## src/rtl/div_seq.sv

```systemverilog
// Multi-cycle restoring divider for RV32M DIV/DIVU/REM/REMU that borrows the shared ALU for one subtract per quotient bit.
// Optional single-entry result cache is enabled by defining DIV_SEQ_CACHE_EN.
module div_seq #(
  parameter int WIDTH   = 32,
  parameter int ALU_SEL = 4
) (
  input  logic               clk,
  input  logic               rst,
  input  logic               req_valid,
  output logic               req_ready,
  input  logic [1:0]         req_op,
  input  logic [WIDTH-1:0]   req_a,
  input  logic [WIDTH-1:0]   req_b,
  output logic               resp_valid,
  input  logic               resp_ready,
  output logic [WIDTH-1:0]   resp_data,
  output logic               busy,
  output logic               alu_own,
  output logic [WIDTH-1:0]   alu_a,
  output logic [WIDTH-1:0]   alu_b,
  output logic [ALU_SEL-1:0] alu_sel,
  input  logic [WIDTH-1:0]   alu_out
);

  localparam logic [ALU_SEL-1:0] ALU_ADD = ALU_SEL'(0);
  localparam logic [ALU_SEL-1:0] ALU_SUB = ALU_SEL'(1);
  localparam int CW = $clog2(WIDTH);
  localparam logic [WIDTH-1:0] MIN_INT = {1'b1, {(WIDTH-1){1'b0}}};

  typedef enum logic [2:0] {IDLE, PREP, ITER, FIX, DONE} state_t;

  state_t           state_reg, state_next;
  logic [1:0]       op_reg, op_next;
  logic [WIDTH-1:0] a_reg, a_next, b_reg, b_next;
  logic [WIDTH-1:0] bmag_reg, bmag_next, quot_reg, quot_next;
  logic [WIDTH:0]   rem_reg, rem_next;
  logic [CW-1:0]    count_reg, count_next;
  logic             neg_q_reg, neg_q_next, neg_r_reg, neg_r_next;
  logic             resp_valid_reg, resp_valid_next;
  logic [WIDTH-1:0] resp_data_reg, resp_data_next;

  logic             is_signed;
  logic [WIDTH-1:0] a_mag, b_mag, fix_mag;
  logic             fix_neg;
  logic [WIDTH:0]   shifted;
  logic             ge;

`ifdef DIV_SEQ_CACHE_EN
  logic             cache_valid_reg, cache_valid_next;
  logic [WIDTH-1:0] cache_a_reg, cache_a_next, cache_b_reg, cache_b_next;
  logic             cache_signed_reg, cache_signed_next;
  logic [WIDTH-1:0] cache_q_reg, cache_q_next, cache_r_reg, cache_r_next;
  logic             cache_hit;
`endif

  assign req_ready  = (state_reg == IDLE) && !rst;
  assign busy       = (state_reg != IDLE);
  assign resp_valid = resp_valid_reg;
  assign resp_data  = resp_data_reg;

  always_comb begin
    state_next      = state_reg;
    op_next         = op_reg;
    a_next          = a_reg;
    b_next          = b_reg;
    bmag_next       = bmag_reg;
    quot_next       = quot_reg;
    rem_next        = rem_reg;
    count_next      = count_reg;
    neg_q_next      = neg_q_reg;
    neg_r_next      = neg_r_reg;
    resp_valid_next = resp_valid_reg;
    resp_data_next  = resp_data_reg;
    alu_own         = 1'b0;
    alu_a           = '0;
    alu_b           = '0;
    alu_sel         = ALU_ADD;

    is_signed = !op_reg[0];
    a_mag     = (is_signed && a_reg[WIDTH-1]) ? -a_reg : a_reg;
    b_mag     = (is_signed && b_reg[WIDTH-1]) ? -b_reg : b_reg;
    fix_mag   = op_reg[1] ? rem_reg[WIDTH-1:0] : quot_reg;
    fix_neg   = op_reg[1] ? neg_r_reg : neg_q_reg;
    shifted   = {rem_reg[WIDTH-1:0], quot_reg[WIDTH-1]};
    ge        = shifted[WIDTH] | (shifted[WIDTH-1:0] >= bmag_reg);

`ifdef DIV_SEQ_CACHE_EN
    cache_valid_next  = cache_valid_reg;
    cache_a_next      = cache_a_reg;
    cache_b_next      = cache_b_reg;
    cache_signed_next = cache_signed_reg;
    cache_q_next      = cache_q_reg;
    cache_r_next      = cache_r_reg;
    cache_hit = cache_valid_reg && (cache_a_reg == req_a) && (cache_b_reg == req_b)
                && (cache_signed_reg == !req_op[0]);
`endif

    case (state_reg)
      IDLE: begin
        if (req_valid) begin
          op_next    = req_op;
          a_next     = req_a;
          b_next     = req_b;
          state_next = PREP;
`ifdef DIV_SEQ_CACHE_EN
          if (cache_hit) begin
            state_next      = DONE;
            resp_valid_next = 1'b1;
            resp_data_next  = req_op[1] ? cache_r_reg : cache_q_reg;
          end
`endif
        end
      end
      PREP: begin
        neg_q_next = is_signed && (a_reg[WIDTH-1] ^ b_reg[WIDTH-1]);
        neg_r_next = is_signed && a_reg[WIDTH-1];
        bmag_next  = b_mag;
        quot_next  = a_mag;
        rem_next   = '0;
        count_next = CW'(WIDTH - 1);
        if (b_reg == '0) begin
          state_next      = DONE;
          resp_valid_next = 1'b1;
          resp_data_next  = op_reg[1] ? a_reg : '1;
        end else if (is_signed && a_reg == MIN_INT && b_reg == '1) begin
          state_next      = DONE;
          resp_valid_next = 1'b1;
          resp_data_next  = op_reg[1] ? '0 : MIN_INT;
        end else begin
          state_next = ITER;
        end
      end
      ITER: begin
        alu_own    = 1'b1;
        alu_a      = shifted[WIDTH-1:0];
        alu_b      = bmag_reg;
        alu_sel    = ALU_SUB;
        rem_next   = ge ? {1'b0, alu_out} : shifted;
        quot_next  = {quot_reg[WIDTH-2:0], ge};
        count_next = count_reg - 1'b1;
        if (count_reg == '0) state_next = FIX;
      end
      FIX: begin
        alu_own         = 1'b1;
        alu_b           = fix_mag;
        alu_sel         = ALU_SUB;
        resp_data_next  = (is_signed && fix_neg) ? alu_out : fix_mag;
        resp_valid_next = 1'b1;
        state_next      = DONE;
`ifdef DIV_SEQ_CACHE_EN
        // Both results are stored so a later request for the other one also hits.
        cache_valid_next  = 1'b1;
        cache_a_next      = a_reg;
        cache_b_next      = b_reg;
        cache_signed_next = is_signed;
        cache_q_next      = (is_signed && neg_q_reg) ? -quot_reg : quot_reg;
        cache_r_next      = (is_signed && neg_r_reg) ? -rem_reg[WIDTH-1:0] : rem_reg[WIDTH-1:0];
`endif
      end
      DONE: begin
        if (resp_ready) begin
          resp_valid_next = 1'b0;
          state_next      = IDLE;
        end
      end
      default: state_next = IDLE;
    endcase
  end

  always_ff @(posedge clk) begin
    if (rst) begin
      state_reg      <= IDLE;
      resp_valid_reg <= 1'b0;
      resp_data_reg  <= '0;
    end else begin
      state_reg      <= state_next;
      resp_valid_reg <= resp_valid_next;
      resp_data_reg  <= resp_data_next;
    end
    op_reg    <= op_next;
    a_reg     <= a_next;
    b_reg     <= b_next;
    bmag_reg  <= bmag_next;
    quot_reg  <= quot_next;
    rem_reg   <= rem_next;
    count_reg <= count_next;
    neg_q_reg <= neg_q_next;
    neg_r_reg <= neg_r_next;
  end

`ifdef DIV_SEQ_CACHE_EN
  always_ff @(posedge clk) begin
    if (rst) cache_valid_reg <= 1'b0;
    else     cache_valid_reg <= cache_valid_next;
    cache_a_reg      <= cache_a_next;
    cache_b_reg      <= cache_b_next;
    cache_signed_reg <= cache_signed_next;
    cache_q_reg      <= cache_q_next;
    cache_r_reg      <= cache_r_next;
  end
`endif

endmodule

```

## config.mk

```make
export PLATFORM = sky130hd
export DESIGN_NAME = div_seq
export DESIGN_NICKNAME = d
export VERILOG_FILES = /design/src/rtl/div_seq.sv
export SDC_FILE = /design/constraint.sdc
export NUM_CORES = 1
export LEC_CHECK = 0
export ABC_AREA = 1
export CORE_UTILIZATION = 55
export DETAILED_ROUTE_END_ITERATION = 7
export PLACE_DENSITY = 0.82
export SYNTH_ARGS = -nofsm -noshare
export SYNTH_HDL_FRONTEND = slang
export SYNTH_SLANG_ARGS = --single-unit
```

## constraint.sdc

```tcl
create_clock -name clk -period 7.6 [get_ports clk]
set_clock_uncertainty 0.1 [all_clocks]
set_input_delay 1.52 -clock clk [delete_from_list [all_inputs] [get_ports clk]]
set_output_delay 1.52 -clock clk [all_outputs]
set_load 0.01 [all_outputs]
```

==> impl_metrics.ini <==
[yosys]
synth_area_sq_um = 12500
ys_ff_latch = 205
synth.area.top_cells = edfxtp_1 40%, nand2_1 11%, nor2_1 5.8%
synth_cells = 1565
ys_types = 44
avgSynthCellArea_sq_um = 8.02
yosysWarnings = 0
synth_top_cell_by_area = edfxtp_1
yosysSeqAreaShare = 0.462
synth.top_cell.area_share = 0.405

[timing]
finalSetupTns_ps = 0
period_needed_ps = 4780
tightest_slew_ps = 1240
setup_viol = 0
fmax_ghz = 0.209
rsz0062_at_grt = no
hold_viol = 0
fin_crit_sh = 0.629
slew_viol_final = 0
slew_headroom = 0.170

[die]
die-width_um = 153
dieArea_sq_um = 23400
initial_core_util = 0.568
rows = 54
io_pins = 206
dieHeight_um = 153
core_area_sq_um = 22100

[global_route]
grt_max_degree = 88
grt-ovfl-total = 0
grt_first_pass_wirelength_um = 59400
antenna_found_initial = 2
grt_pass1_vias = 10900
grtUsageTotal = 0.327

[finish]
fin_util = 0.693
area_growth_pct = 22.1
final_cell_count_no_fill = 2021
layout_common_cells = 371 x nand2_1, 202 x clkdlybuf4s50_1, 189 x nor2_1, 169 x edfxtp_1, 167 x inv_1
stdcell_area_sq_um = 15300
drive_gt1_frac = 0.0805
nNetsFinal = 1860
final_common_cell = nand2_1

[detailed_routing]
drt_iter0_drc = 1059
ant_nets = 0
drc = 0
totalWireLength_um = 38200
dr.pass1.iters = 6
num_vias = 11400
via_per_inst = 5.64
wl_per_cell_um = 18.9

[cts]
cts_buffers = 24
cts-root-buf = clkbuf_16
ctsHoldBuffers = 0
cts_tree = yes
clkLatencyLatePin_ps = 520
cts_max_level = 1
cts_setup_buffers = 0
ctsResizeCount = 0
clock-sinks = 205
cts_buffer_depth = 3
clk_pin_slew_ps = 60

[critical_path]
critPathTopFamily = buffers and inverters
cp.arrival_ps = 3160
max_stage_delay_ps = 660
required_ps = 5980
worstPathMaxFanout = 66
worstSetupStartpointType = flop
crit_chain = nand2_2 > nor2_4 > inv_2 > buf_4 > o22ai_1 > clkdlybuf4s50_1
cp_slowest_cell = nor2_4
endpoint_kind = output port
cp_num_buf_inv = 3
path_class = flop to output port

[placement]
placed_area_sq_um = 14600
hpwl_um = 28200
placed_cells = 1976
port_buffers = 202
gp_congestion = 0.978

[power_and_ir_drop]
irDropWorstVdd_mv = 0.164
power.density_nw_per_um2 = 263
p_leak_nw = 6.20

[run_status]
status = complete, no violations

[min_path]
holdCritPathClass = flop to flop

[flow_run]
drv_cap = 0
power by group:
group	switching [mW]	total, mW	internal (mW)
Clock	0.445	1.09	0.647
Combinational	0.837	1.28	0.447
Sequential	0.145	1.65	1.51
Total	1.43	4.03	2.61
cells by family (layout without fill, tap and decap cells):
logic type | Yosys count | after routing | share of synthesized area
compound gates | 209 | 209 | 0.0949
other cells | 1 | 4 | 0.000299
flops | 205 | 205 | 0.462
fa+ha+maj | 36 | 36 | 0.0359
simple gates | 806 | 806 | 0.282
xor+xnor | 50 | 50 | 0.0349
buf+inv | 258 | 431 | 0.0901
path summary, 6_finish.rpt:
kind / startpoint / depth (start not counted) / endpoint / slack, ps
worst max-delay path: state_reg[0]$_SDFFE_PP0P_ / 6 / alu_b[8] / 2820
worst min-delay path: resp_data[29]$_SDFFE_PP0P_ / 2 / resp_data[29]$_SDFFE_PP0P_ / 390
worst max register to register: op_reg[1]$_DFFE_PP_ / 12 / resp_data[17]$_SDFFE_PP0P_ / 4010
worst min register to register: resp_data[29]$_SDFFE_PP0P_ / 2 / resp_data[29]$_SDFFE_PP0P_ / 390
area by class of cell:
cell class / instances / area (sq um)
antenna: 1 / 2.50
clock buffer: 41 / 727
clock inverter: 3 / 17.5
fill: 1844 / 6780
inverter: 175 / 659
multi-input combinational: 1104 / 5670
sequential: 205 / 5800
tap: 280 / 350
timing repair buffer: 212 / 2100
per-stage QoR:
stage	hold slack [ps]	setup WS, ps	power [mW]
2_1_floorplan	354	1550	2.46
3_3_place_gp	368	3330	2.91
3_5_place_dp	376	3320	2.93
4_1_cts	390	2850	4.03
5_1_grt	414	2660	4.23
6_report	389	2820	4.03
Yosys cell counts (all sizes together):
cell	count
nor2	251
nand2	382
a21oi	57
dfxtp	36
nor3	7
conb	1
edfxtp	169
o21bai	2
clkbuf	26
ha	36
inv	174
xnor2	12
a31oi	3
nand3	135
or2	12
o21a	1
a211oi	1
nand3b	1
a21o	1
buf	57
clkinv	1
o211ai	32
o22ai	32
nand4	16
xor2	38
o31ai	3
nor4	2
o21ai	77
worst register-to-register path, stage by stage (launching register included):
cell and delay, ps:
edfxtp_1 320, buf_4 650, inv_1 500, nand2_1 150, nand2_1 70, nand2_2 840, nand2_1 250, o211ai_1 180
nand2_1 100, inv_1 60, nand3_1 70, nand2_1 120, nor2_2 50
layer usage:
| metal | up-vias | routed length, um | GRT usage |
|---|---|---|---|
| met5 | - | 0 | 0 |
| met4 | 0 | 1310 | 0.125 |
| met3 | 74 | 3260 | 0.0542 |
| met2 | 573 | 18400 | 0.555 |
| met1 | 5271 | 15200 | 0.419 |
| li1 | 5472 | - | - |
(Power assumes the default switching activity.)
